## config.mk

```make
export PLATFORM = sky130hd
export DESIGN_NAME = frame_writer
export DESIGN_NICKNAME = d
export VERILOG_FILES = /design/src/rtl/frame_writer_pkg.sv /design/src/rtl/frame_writer_fb_coalescer.sv /design/src/rtl/frame_writer.sv
export SDC_FILE = /design/constraint.sdc
export NUM_CORES = 1
export LEC_CHECK = 0
export ABC_AREA = 0
export CORE_MARGIN = 4
export CORE_UTILIZATION = 45
export CTS_BUF_LIST = sky130_fd_sc_hd__clkbuf_4 sky130_fd_sc_hd__clkbuf_8
export CTS_CLUSTER_SIZE = 28
export DETAILED_ROUTE_END_ITERATION = 10
export GPL_TIMING_DRIVEN = 0
export PLACE_DENSITY = 0.73
export SLEW_MARGIN = 20
export SYNTH_ARGS = -nofsm -noshare
export SYNTH_HDL_FRONTEND = slang
export SYNTH_HIERARCHICAL = 1
export SYNTH_SLANG_ARGS = --single-unit
```

## constraint.sdc

```tcl
create_clock -name clk_33m -period 5.58 [get_ports clk_33m]
set_input_delay 1.395 -clock clk_33m [delete_from_list [all_inputs] [get_ports clk_33m]]
set_output_delay 1.395 -clock clk_33m [all_outputs]
set_load 0.02 [all_outputs]
```

## src/rtl/frame_writer_pkg.sv

```systemverilog
// Shared constants and types for the framebuffer writer: screen geometry, word packing and
// the hold-buffer word layout.
package frame_writer_pkg;

  localparam int unsigned SCREEN_W     = 800;
  localparam int unsigned SCREEN_H     = 480;
  localparam int unsigned PIX_PER_WORD = 16;
  localparam int unsigned DATA_WIDTH   = 2 * PIX_PER_WORD;
  localparam int unsigned SLOT_WIDTH   = $clog2(PIX_PER_WORD);
  localparam int unsigned LIN_WIDTH    = $clog2(SCREEN_W * SCREEN_H);
  localparam int unsigned WADDR_WIDTH  = $clog2(SCREEN_W * SCREEN_H / PIX_PER_WORD);

  typedef logic [1:0] palette_t;

  typedef struct packed {
    logic [WADDR_WIDTH-1:0]  addr;
    logic [DATA_WIDTH-1:0]   data;
    logic [PIX_PER_WORD-1:0] mask;
  } fb_word_t;

  typedef enum logic [1:0] {StRun, StDrain, StEmit, StDone} fw_state_e;

endpackage

```

## src/rtl/frame_writer_fb_coalescer.sv

```systemverilog
// Hold buffer that merges pixels landing in the same memory word into one masked write,
// emitting the previous word on eviction or when forced to flush.
module frame_writer_fb_coalescer
  import frame_writer_pkg::*;
(
  input  logic                 clk,
  input  logic                 rst,
  input  logic                 pix_valid,
  input  logic [LIN_WIDTH-1:0] pix_lin,
  input  palette_t             pix_pal,
  input  logic                 force_flush,
  output logic                 emit_valid,
  output fb_word_t             emit_word
);

  fb_word_t                hold_q, hold_d;
  logic [WADDR_WIDTH-1:0]  word;
  logic [SLOT_WIDTH-1:0]   slot;

  always_comb begin
    word       = pix_lin[SLOT_WIDTH +: WADDR_WIDTH];
    slot       = pix_lin[SLOT_WIDTH-1:0];
    hold_d     = hold_q;
    emit_valid = 1'b0;
    emit_word  = hold_q;
    if (force_flush) begin
      emit_valid  = |hold_q.mask;
      hold_d.mask = '0;
    end else if (pix_valid) begin
      if ((|hold_q.mask) && (word == hold_q.addr)) begin
        hold_d.mask[slot]               = 1'b1;
        hold_d.data[{slot, 1'b0} +: 2]  = pix_pal;
      end else begin
        // Unmasked slots are zeroed so the emitted data is deterministic.
        emit_valid                      = |hold_q.mask;
        hold_d.addr                     = word;
        hold_d.mask                     = '0;
        hold_d.mask[slot]               = 1'b1;
        hold_d.data                     = '0;
        hold_d.data[{slot, 1'b0} +: 2]  = pix_pal;
      end
    end
  end

  always_ff @(posedge clk) begin
    if (rst) begin
      hold_q <= '0;
    end else begin
      hold_q <= hold_d;
    end
  end

endmodule

```

## src/rtl/frame_writer.sv

```systemverilog
// Writes the painter's pixel stream into a double-buffered 2-bpp framebuffer with masked
// word writes. Optional FRAME_WRITER_CLIP_EN drops off-screen pixels.
module frame_writer
  import frame_writer_pkg::*;
#(
  parameter int unsigned COOR_WIDTH = 11
) (
  input  logic                    clk_33m,
  input  logic                    rst,
  input  logic                    in_valid,
  input  logic [COOR_WIDTH-1:0]   in_x,
  input  logic [COOR_WIDTH-1:0]   in_y,
  input  palette_t                in_palette,
  input  logic                    skip_zero,
  input  logic                    flush_req,
  output logic                    flush_done,
  output logic                    busy,
  output logic                    front_frame,
  output logic                    mem_we,
  output logic [WADDR_WIDTH:0]    mem_addr,
  output logic [DATA_WIDTH-1:0]   mem_wdata,
  output logic [PIX_PER_WORD-1:0] mem_wmask
);

  fw_state_e              state_q, state_d;
  logic                   s1_valid_q;
  logic [LIN_WIDTH-1:0]   s1_lin_q, lin;
  palette_t               s1_pal_q;
  logic                   keep, accept, force_flush;
  logic                   front_q, overrun_q;
  logic                   emit_valid;
  fb_word_t               emit_word;
  logic                   mem_we_q;
  logic [WADDR_WIDTH:0]   mem_addr_q;
  logic [DATA_WIDTH-1:0]  mem_wdata_q;
  logic [PIX_PER_WORD-1:0] mem_wmask_q;

  always_comb begin
    lin = LIN_WIDTH'(in_y) * LIN_WIDTH'(SCREEN_W) + LIN_WIDTH'(in_x);
`ifdef FRAME_WRITER_CLIP_EN
    keep = in_valid & ~(skip_zero & (in_palette == 2'd0)) &
           (in_x < COOR_WIDTH'(SCREEN_W)) & (in_y < COOR_WIDTH'(SCREEN_H));
`else
    keep = in_valid & ~(skip_zero & (in_palette == 2'd0));
`endif
    accept = keep & (state_q == StRun);
  end

  always_ff @(posedge clk_33m) begin
    if (rst) begin
      s1_valid_q <= 1'b0;
      s1_lin_q   <= '0;
      s1_pal_q   <= '0;
    end else begin
      s1_valid_q <= accept;
      s1_lin_q   <= lin;
      s1_pal_q   <= in_palette;
    end
  end

  frame_writer_fb_coalescer u_coalescer (
    .clk         (clk_33m),
    .rst         (rst),
    .pix_valid   (s1_valid_q),
    .pix_lin     (s1_lin_q),
    .pix_pal     (s1_pal_q),
    .force_flush (force_flush),
    .emit_valid  (emit_valid),
    .emit_word   (emit_word)
  );

  always_comb begin
    state_d     = state_q;
    force_flush = 1'b0;
    flush_done  = 1'b0;
    unique case (state_q)
      StRun:   if (flush_req) state_d = StDrain;
      StDrain: if (!s1_valid_q) state_d = StEmit;
      StEmit: begin
        force_flush = 1'b1;
        state_d     = StDone;
      end
      StDone: begin
        flush_done = 1'b1;
        state_d    = StRun;
      end
      default: state_d = StRun;
    endcase
  end

  assign busy = (state_q != StRun);

  always_ff @(posedge clk_33m) begin
    if (rst) begin
      state_q     <= StRun;
      front_q     <= 1'b0;
      overrun_q   <= 1'b0;
      mem_we_q    <= 1'b0;
      mem_addr_q  <= '0;
      mem_wdata_q <= '0;
      mem_wmask_q <= '0;
    end else begin
      state_q   <= state_d;
      // Sticky protocol-error flag for debug probing only.
      overrun_q <= overrun_q | (in_valid & (state_q != StRun));
      if (state_q == StDone) front_q <= ~front_q;
      mem_we_q  <= emit_valid;
      if (emit_valid) begin
        mem_addr_q  <= {~front_q, emit_word.addr};
        mem_wdata_q <= emit_word.data;
        mem_wmask_q <= emit_word.mask;
      end
    end
  end

  assign front_frame = front_q;
  assign mem_we      = mem_we_q;
  assign mem_addr    = mem_addr_q;
  assign mem_wdata   = mem_wdata_q;
  assign mem_wmask   = mem_wmask_q;

endmodule

```

Yosys cells after proc, flatten, opt, wreduce, memory -nomap -nowiden. Index checks and enable logic that the tools add are counted.

Equality and inequality tests: 6. Reduce and logical (&&, ||, !) cells: 10. Add/sub/neg operators: 2. Multipliers: 1. Bitwise gates (word level): 9. Shift operators: 2. Muxes and demuxes: 12. Magnitude comparators: 2.

Operators with widths (count): $mux W48 (1); $and A32 B32 Y32 (1); $bwmux W32 (1); $shift A2 B7 Y32 const A (1); $shiftx A2 B7 Y32 (1); $add A19 B11 Y19 (1); $or A16 B16 Y16 (1); $reduce_or A16 Y1 (1); $eq A15 B15 Y1 (1); $mul A11 B5 Y14 const B (1); $pmux W2 S4 (1); $neg A5 Y7 (1); $mux W1 (6); $lt A4 B5 Y1 const B (1); $demux W1 S4 (1); $eq A2 B2 Y1 const B (2); $ge A4 B1 Y1 const B (1); $logic_not A2 Y1 (2); $mux W2 (2); $ne A2 B2 Y1 const B (2); $not A1 Y1 (4); $reduce_and A2 Y1 (2); $and A1 B1 Y1 (3); $reduce_and A3 Y1 (1); 4 further kinds (5).

Register bits: 153. Logic and storage cells: 56. Output and inout port bits: 68. Bits of input ports: 29.

Depth between registers and ports, before layout.
Depth after elaboration: 6. Mapped depth: 12. Depth with buffers taken out: 12.

Hierarchy. Netlist, hierarchy kept.

Modules (own cells, without submodules): frame_writer (area an instance 4361.7 µm², seq. area each 1801.7 µm², cells each 438, times used 1); frame_writer_fb_coalescer (area an instance 3410.8 µm², seq. area each 1261.2 µm², cells each 383, times used 1).

Worst setup path before layout. No wires, ideal clock.

Path type: in2reg. Start point: input port in_y[4]. End point: register s1_lin_q[18]. Buffers on the path: 0. Data required time: 5.498 ns. Stages on the path: 12. Path slack: 0.877 ns. Data arrival time: 4.621 ns. Library setup time: 0.082 ns. Cells stage by stage: ha_1 -> ha_1 -> inv_1 -> fa_1 -> inv_1 -> ha_1 -> inv_2 -> or4_4 -> o311a_4 -> or4b_4 -> or4_1 -> o2111ai_1.

Longest elaborated chain between the ends: 2.

RTL lines: start, declared (RTL line frame_writer.sv:12) `input logic [COOR_WIDTH-1:0] in_y,`; $mul A11 B5 Y14 (RTL line frame_writer.sv:39) `lin = LIN_WIDTH'(in_y) * LIN_WIDTH'(SCREEN_W) + LIN_WIDTH'(in_x);`; $add A19 B11 Y19 (RTL line frame_writer.sv:39); end signal, assigned (RTL line frame_writer.sv:56) `s1_lin_q <= lin;`; end, declared (RTL line frame_writer.sv:27) `logic [LIN_WIDTH-1:0] s1_lin_q, lin;`.

Every way passes these cells. A chain may end at the register's enable or synchronous reset.

Worst setup path in the final report.
Start point: input port in_y[6]. End point: register s1_lin_q[18].

The elaborated chain is that of the path after synthesis.

==> summary.md <==
| Metric | Value |
|---|---|
| Setup TNS | `0 ns` |
| Hold Crit Depth | `1` |
| Register area share after synthesis | `39.4%` |
| Worst-Margin Slew | `1.03 ns` |
| Period minus WS final | `4.93 ns` |
| # nets final | `1019` |
| Top cells by area, synth | `dfxtp_1 39%, mux2i_1 8.2%, ha_1 7.6%` |
| Lkg Pwr | `0.00329 uW` |
| Pwr/cell area | `307 nW/um^2` |
| Hold crit path type | `reg2reg` |
| Initial Util | `46.4%` |
| Final Hold Slack | `0.479 ns` |
| Reg clk slew, reported paths | `0.08 ns` |
| Multi-input gate area | `4370 sq um` |
| Post-synthesis mux area share | `8.24%` |
| Die area | `19400 sq um` |
| Synthesized area | `7770 sq um` |
| Setup crit start kind | `input pin` |
| CP endpoint kind | `register` |
| Cts repair resizes | `0` |
| Vias in the first global route | `6198` |
| Pins Over Slew Limit | `0` |
| Peak VDD IR | `0.000172 V` |
| Final hold vios | `0` |
| Worst slew margin relative to its limit | `31.1%` |
| Skew final | `0.0189 ns` |
| Final wirelength | `19.2 mm` |
| FF-to-FF End | `mem_wdata[17]` |
| Post-CTS Setup Inserts | `0` |
| Final Util | `56.3%` |
| Synth Area in Simple Gates | `17.9%` |
| Final Setup Violations | `0` |
| Register Area | `3060 sq um` |
| Vias | `6419` |
| RSZ-0062 raised after global routing | `no` |
| Min-Delay Startpoint | `s1_lin_q[16]` |
| IO buf count | `96` |
| Worst r2r src | `state_q[0]` |
| Wire per inst | `16.4 um` |
| Initial antenna violation count | `0` |
| Drt first pass iters | `7` |
| Ys async rst share | `0%` |
| Most used flip-flop cell after synthesis | `dfxtp_1` |
| Clock buffer depth | `2` |
| DRC viols | `0` |
| Compound-Gate Fraction of Synth Area | `17.1%` |
| H-tree levels | `4` |
| Total GRT Usage | `19.8%` |
| Largest net degree at the start of global routing | `17` |
| Count of hold buffers inserted by post-cts repair | `0` |
| Critical path peak fanout | `7` |
| Via density | `5.49` |
| EDFF count, synth | `0` |
| Io pins | `97` |
| HPWL after DPL | `14.4 mm` |
| Netlist cell types | `75` |
| Adder-cell share of the synthesized area | `9.37%` |
| Cell with the most instances after synthesis | `dfxtp_1` |
| Main combinational cell family by area after synthesis | `simple AND/OR/NAND/NOR gates` |
| Status | `completed` |
| Synth-to-Final Area Change | `21.3%` |
| Total grt overflow | `0` |
| Core area | `16800 sq um` |
| R2r worst-path depth | `10` |
| First-pass GRT wire length | `31.5 mm` |
| Chip height | `139 um` |
| WP data required | `5.94 ns` |
| DIE WIDTH | `139 um` |
| Gp weighted congestion | `0.866` |
| Synth warnings | `6` |
| Seq cells post-synth | `153` |
| Num rows | `47` |
| Synth Area in XOR/XNOR | `3.65%` |
| Syn Area/Cell | `9.47 sq um` |
| Num CTS Buffers | `17` |
| Worst-skew pair later-pin latency | `0.46 ns` |
| Area leader, netlist | `dfxtp_1` |
| Crit Path Class | `in2reg` |
| Synth top area share | `39.4%` |
| Syn Nets | `904` |
| 1st-iter DRT viols | `598` |
| Maxcap violations | `0` |
| Post-Synthesis Cells | `821` |
| Maximum clock frequency | `203 MHz` |
| Antenna-violating nets left | `0` |
| Layout cell share with drive strength beyond 1 | `8.32%` |
| Root Driver | `clkbuf_8` |
| Worst EP arrival | `5.30 ns` |
| Final period utilization | `88.4%` |
| ANT cells | `0` |
| # clock sinks | `153` |
| Fillers | `1511` |
| Synth top cells by count | `153 x dfxtp_1, 106 x nor2_1, 64 x mux2i_1` |
| Hold EP | `u_coalescer/emit_word[60]` |
| Reg2Reg Setup Slack | `2.08 ns` |
| TritonCTS clock tree | `yes` |
sequential cells by signal, summed over array words and instances (netlist names):
signal / cells
u_coalescer/emit_word: 63
mem_wdata: 32
s1_lin_q: 19
mem_addr: 16
mem_wmask: 16
s1_pal_q: 2
state_q: 2
front_frame: 1
mem_we: 1
s1_valid_q: 1
power by group:
group,internal (uW),switching [uW],leakage [uW],total (uW)
Sequential,1150,53.6,0.00124,1200
Clock,452,435,0.000215,887
Combinational,323,482,0.00184,805
Total,1930,970,0.00329,2900
placed cells by master, fill, tap and decap left out, types with 4 or more instances in the layout:
cell,synthesis,final
nand2b_1,19,19
buf_2,8,8
nor2_1,106,106
inv_1,31,31
o2bb2ai_1,15,15
a2111oi_1,4,4
mux2i_1,64,64
a22oi_1,20,20
clkbuf_8,0,17
clkdlybuf4s50_1,0,96
ha_1,47,47
a2111oi_4,9,9
a211oi_1,4,4
a32oi_1,8,8
nor2b_1,17,17
xnor2_1,13,13
o21a_1,5,5
nand2_1,25,25
fa_1,7,7
xor2_1,15,15
o21ai_0,9,9
a21oi_1,54,54
nor4_1,5,5
inv_6,0,4
clkbuf_1,32,32
a31oi_1,8,8
nand3_1,53,53
dfxtp_1,153,153
and3_1,6,6
buf_1,9,9
nor3_1,9,9
metrics by stage:
stage	total power [uW]	instances	setup slack [ns]	area, sq um
after floorplan	1830	821	0.877	7770
after global placement	2010	1137	0.205	9010
after detailed placement	2030	1137	0.178	9010
after CTS	2910	1169	0.677	9430
after global routing	3050	1169	0.444	9430
final	2900	1169	0.647	9430
metal layers:
metal	up-vias	global-route usage, %	wire [um]
met1	3018	26.8	8790
met5	-	0	0
met2	211	31.2	8740
met3	26	4.91	1330
met4	0	6.28	361
li1	3164	-	-
area by class of cell:
type,count,share of cell area (%)
buffer,52,2.34
timing repair buffer,96,10.2
clock inverter,15,1.99
clock buffer,17,2.48
sequential,153,32.5
inverter,32,1.27
tap,220,2.92
multi-input combinational,584,46.3
critical path, cell delays in order:
cell and delay, ns:
clkdlybuf4s50_1 0.56, ha_1 0.26, ha_1 0.27, inv_1 0.05
fa_1 0.50, inv_1 0.04, ha_1 0.38, or4_4 0.57
o311a_4 0.16, or4b_4 0.52, or4_1 0.49, o2111ai_1 0.11
how the worst max path moves through the flow:
stage                       start      endpoint  slack (ns)  cells after the start
after floorplan           in_y[4]  s1_lin_q[18]        0.88                     12
after global placement    in_y[6]  s1_lin_q[18]        0.20                     12
after detailed placement  in_y[6]  s1_lin_q[18]        0.18                     12
after CTS                 in_y[6]  s1_lin_q[18]        0.68                     12
after global routing      in_y[3]  s1_lin_q[18]        0.44                     13
final                     in_y[6]  s1_lin_q[18]        0.65                     12
kinds of logic (layout without fill, tap and decap cells):
family,count (synthesis),count (layout)
adder cells (fa/ha/maj),54,54
multiplexers,64,64
AND/OR/NAND/NOR,272,272
AO/OA/AOI/OAI,164,164
XOR/XNOR,30,30
flip-flops,153,153
buffers and inverters,84,212
(Power assumes the default switching activity.)
==> RTL change 1 (same flow settings) <==
Put one more register stage on the output `mem_wmask`, cleared by the reset. The value now appears one clock later. The other outputs are not delayed to match.
--- a/src/rtl/frame_writer.sv
+++ b/src/rtl/frame_writer.sv
@@ -117,7 +117,13 @@
   assign mem_we      = mem_we_q;
   assign mem_addr    = mem_addr_q;
   assign mem_wdata   = mem_wdata_q;
-  assign mem_wmask   = mem_wmask_q;
+  always_ff @(posedge clk_33m) begin
+    if (rst) begin
+      mem_wmask <= '0;
+    end else begin
+      mem_wmask <= mem_wmask_q;
+    end
+  end
 
 endmodule
 
Function: changed (Yosys sat finds a counterexample within 4 cycles, from zero or initial values and one cycle with rst high).
==> RTL change 1 against the original RTL <==
Setup slack worse by 0.0084 ns; combinational power about the same; fmax down 0.17%; sequential cell count up 16; die area up 5.3%; wire length down 0.19%; critical path depth unchanged; design area up 4.6%; total power up 4.4%; synthesized area up 5.6%; critical path type unchanged; largest cell class unchanged; largest power group unchanged.
==> RTL change 1: results <==
metrics = {
    "final_layout": {
        "nNetsFinal": 1052,
        "largest_reg_flops": 63,
        "drive_gt1_share_pct": 7.85,
        "multi_input_area_um2": 4480,
        "fillers": 1637,
    },
    "synth": {
        "synthesis.nets": 938,
        "synthFlopType": "dfxtp_1",
        "seq_area_frac_synth_pct": 41.2,
        "yosys-top-cells-area": "dfxtp_1 41%, mux2i_1 7.8%, ha_1 7.2%, nor2_1 4.8%, a21oi_1 3.3%",
        "avgSynthCellArea_um2": 9.60,
        "synth_top_cells_by_count": "169 x dfxtp_1, 106 x nor2_1, 64 x mux2i_1",
    },
    "pwr": {
        "ir_drop_mv": 0.183,
        "total_power_mw": 3.03,
        "leakage_nw": 3.44,
        "p_clk_share_pct": 30.0,
        "switching_share_pct": 31.8,
        "combPwrFrac_pct": 26.5,
    },
    "worst_hold_path": {
        "hold_start": "mem_wmask_q[1]",
        "min_to": "mem_wmask[1]",
        "hold_class": "reg2reg",
    },
    "placement": {
        "routabilityCongestion": 0.865,
        "dp_hpwl_um": 14400,
        "portBuffers": 95,
        "place_inst": 1179,
        "dpl-instance-area_um2": 9440,
        "pre_cts_ws_ns": 0.149,
    },
    "timing": {
        "relSlewSlack_pct": 39.2,
        "period_share_pct": 88.6,
        "clock_skew_ns": 0.0108,
    },
    "route": {
        "drt-initial-drc-count": 596,
        "routedWlPerCell_um": 15.9,
        "wirelength_um": 19200,
        "vias_per_cell": 5.37,
        "dr.pass1.iters": 5,
    },
    "global_route": {
        "grt_max_degree": 17,
        "grt_pass1_vias": 6258,
        "grt_pass1_wl_um": 31700,
        "grt_usage_pct": 19.3,
    },
    "status": {
        "outcome": "complete, no violations",
    },
    "setup_path": {
        "cp_slowest_cell": "clkdlybuf4s50_1",
        "r2r_slack_ns": 2.22,
        "timing.rr.end": "mem_wdata[27]",
        "cp.arrival_ns": 5.31,
        "reg2reg_depth": 9,
        "rr_startpoint": "s1_valid_q",
    },
    "clock_tree": {
        "post_cts_buffers": 0,
    },
}
RTL change 1: routing by layer:
metal / wire (um) / track usage [%]
met1: 8600 / 25.1
met2: 9200 / 32.1
met4: 326 / 6.00
met3: 1060 / 4.15
met5: 0 / 0
RTL change 1: kinds of logic (layout without fill, tap and decap cells):
| family | after synthesis | count (layout) | share of synthesized area, % |
|---|---|---|---|
| fa+ha+maj | 54 | 54 | 8.87 |
| mux | 64 | 64 | 7.81 |
| xor+xnor | 30 | 30 | 3.46 |
| compound gates | 164 | 164 | 16.3 |
| buf+inv | 86 | 212 | 4.24 |
| flops | 169 | 169 | 41.2 |
| simple gates | 288 | 288 | 18.1 |
RTL change 1: cell type report:
| type | instances | share of cell area, % |
|---|---|---|
| multi-input combinational | 600 | 45.4 |
| sequential | 169 | 34.3 |
| timing repair buffer | 95 | 9.64 |
| tap | 229 | 2.90 |
| clock buffer | 21 | 2.80 |
| buffer | 54 | 2.31 |
| clock inverter | 10 | 1.46 |
| inverter | 32 | 1.22 |
==> RTL change 2 (same flow settings) <==
Without the edit above. Build with the macro `FRAME_WRITER_CLIP_EN` defined.
--- a/src/rtl/frame_writer.sv
+++ b/src/rtl/frame_writer.sv
@@ -1,5 +1,7 @@
 // Writes the painter's pixel stream into a double-buffered 2-bpp framebuffer with masked
 // word writes. Optional FRAME_WRITER_CLIP_EN drops off-screen pixels.
+`define FRAME_WRITER_CLIP_EN
+
 module frame_writer
   import frame_writer_pkg::*;
 #(
Formal check against the unedited RTL: not equivalent (a bounded check fails within 4 cycles, from zero or initial values and one cycle with rst high).
==> RTL change 2 against the original RTL <==
Setup slack gained 0.13 ns; clock skew shrank 0.0050 ns; sequential cell count stayed put; wire length increased by 4.4%; synthesized area is 1.9% higher; total power down 8.7%; register-to-register slack got worse by 0.27 ns; design area rose by 1.2%; via count is 4.5% higher; core utilization decreased by 1.1 points; clock power is 8.5% lower; largest power group unchanged.
==> RTL change 2: results <==
metrics = {
    "synth": {
        "yosys-top-cells-area": "dfxtp_1 39%, mux2i_1 8.3%, ha_1 7.7%, nor2_1 4.8%, nand2b_1 2.6%",
        "synth_xor_area_share_pct": 3.09,
        "seq_area_frac_synth_pct": 38.7,
        "synth_top_cells_by_count": "153 x dfxtp_1, 101 x nor2_1, 66 x mux2i_1",
        "synthesis.nets": 940,
        "synth_adder_area_share_pct": 9.51,
        "synth.distinct_cells": 73,
        "avgSynthCellArea_um2": 9.27,
        "yosys-mux-area-fraction_pct": 8.34,
        "syn-instance-count": 855,
        "synth_compound_area_share_pct": 17.0,
    },
    "final_layout": {
        "nNetsFinal": 1054,
        "clkbuf_count": 20,
        "clk_share_pct": 4.04,
        "seq_share_pct": 32.1,
        "fillers": 1601,
        "multi_input_gates": 608,
        "n_all_inverters": 39,
        "design_area_um2": 9540,
        "nNonClkBuffers": 150,
        "multi_input_area_um2": 4490,
    },
    "global_route": {
        "grt_pass1_wl_um": 33100,
        "grtUsageMet3_pct": 4.85,
        "grt_pass1_vias": 6461,
        "grtUsageMet2_pct": 31.5,
        "gr-usage-met1_pct": 28.4,
    },
    "route": {
        "vias_per_cell": 5.56,
        "wl_met2_um": 8900,
        "dr.pass1.iters": 5,
        "route.met3.wl_um": 1190,
        "wirelength_um": 20100,
        "wl_met1_um": 9630,
        "drt-initial-drc-count": 566,
    },
    "setup_path": {
        "crit_path_max_fanout": 4,
        "cp.arrival_ns": 5.17,
        "path_delay_family": "adder cells",
        "cp_slowest_cell": "fa_1",
        "slowest_delay_ns": 0.53,
    },
    "placement": {
        "pre_cts_ws_ns": 0.319,
        "dp_hpwl_um": 15100,
        "routabilityCongestion": 0.942,
    },
    "timing": {
        "clock_skew_ns": 0.0139,
        "relSlewSlack_pct": 42.9,
    },
    "clock_tree": {
        "cts_resized": 0,
    },
    "pwr": {
        "ir_drop_mv": 0.174,
        "seqPwrFrac_pct": 44.4,
        "leakage_nw": 3.39,
        "p_int_mw": 1.79,
    },
    "status": {
        "outcome": "complete, no violations",
    },
}
-- RTL change 2: cell types whose count changed after synthesis, sizes merged, moves of 6 or more --
cell	before	now
nand3	53	19
a22oi	20	12
inv	32	39
o31ai	1	12
xor2	15	9
o21ai	11	20
nand4	1	18
a21oi	54	36
nand2b	19	33
a31oi	8	15
-- RTL change 2: worst register-to-register path, cell delays in order, from the launching register on --
cell	delay, ns
dfxtp_1	0.34
inv_1	0.10
ha_1	0.25
clkbuf_1	0.38
clkbuf_1	0.64
o21a_1	0.22
clkbuf_1	0.12
clkbuf_1	0.65
buf_1	0.62
mux2i_1	0.29
nor2_1	0.06
-- RTL change 2: final timing paths --
| check | startpoint | end | slack [ns] | cells past startpoint |
|---|---|---|---|---|
| max | in_y[1] | s1_lin_q[18] | 0.77 | 14 |
| min | s1_lin_q[4] | u_coalescer/emit_word[48] | 0.47 | 1 |
| max reg2reg | state_q[0] | mem_wdata[10] | 1.81 | 10 |
| min reg2reg | s1_lin_q[4] | u_coalescer/emit_word[48] | 0.47 | 1 |
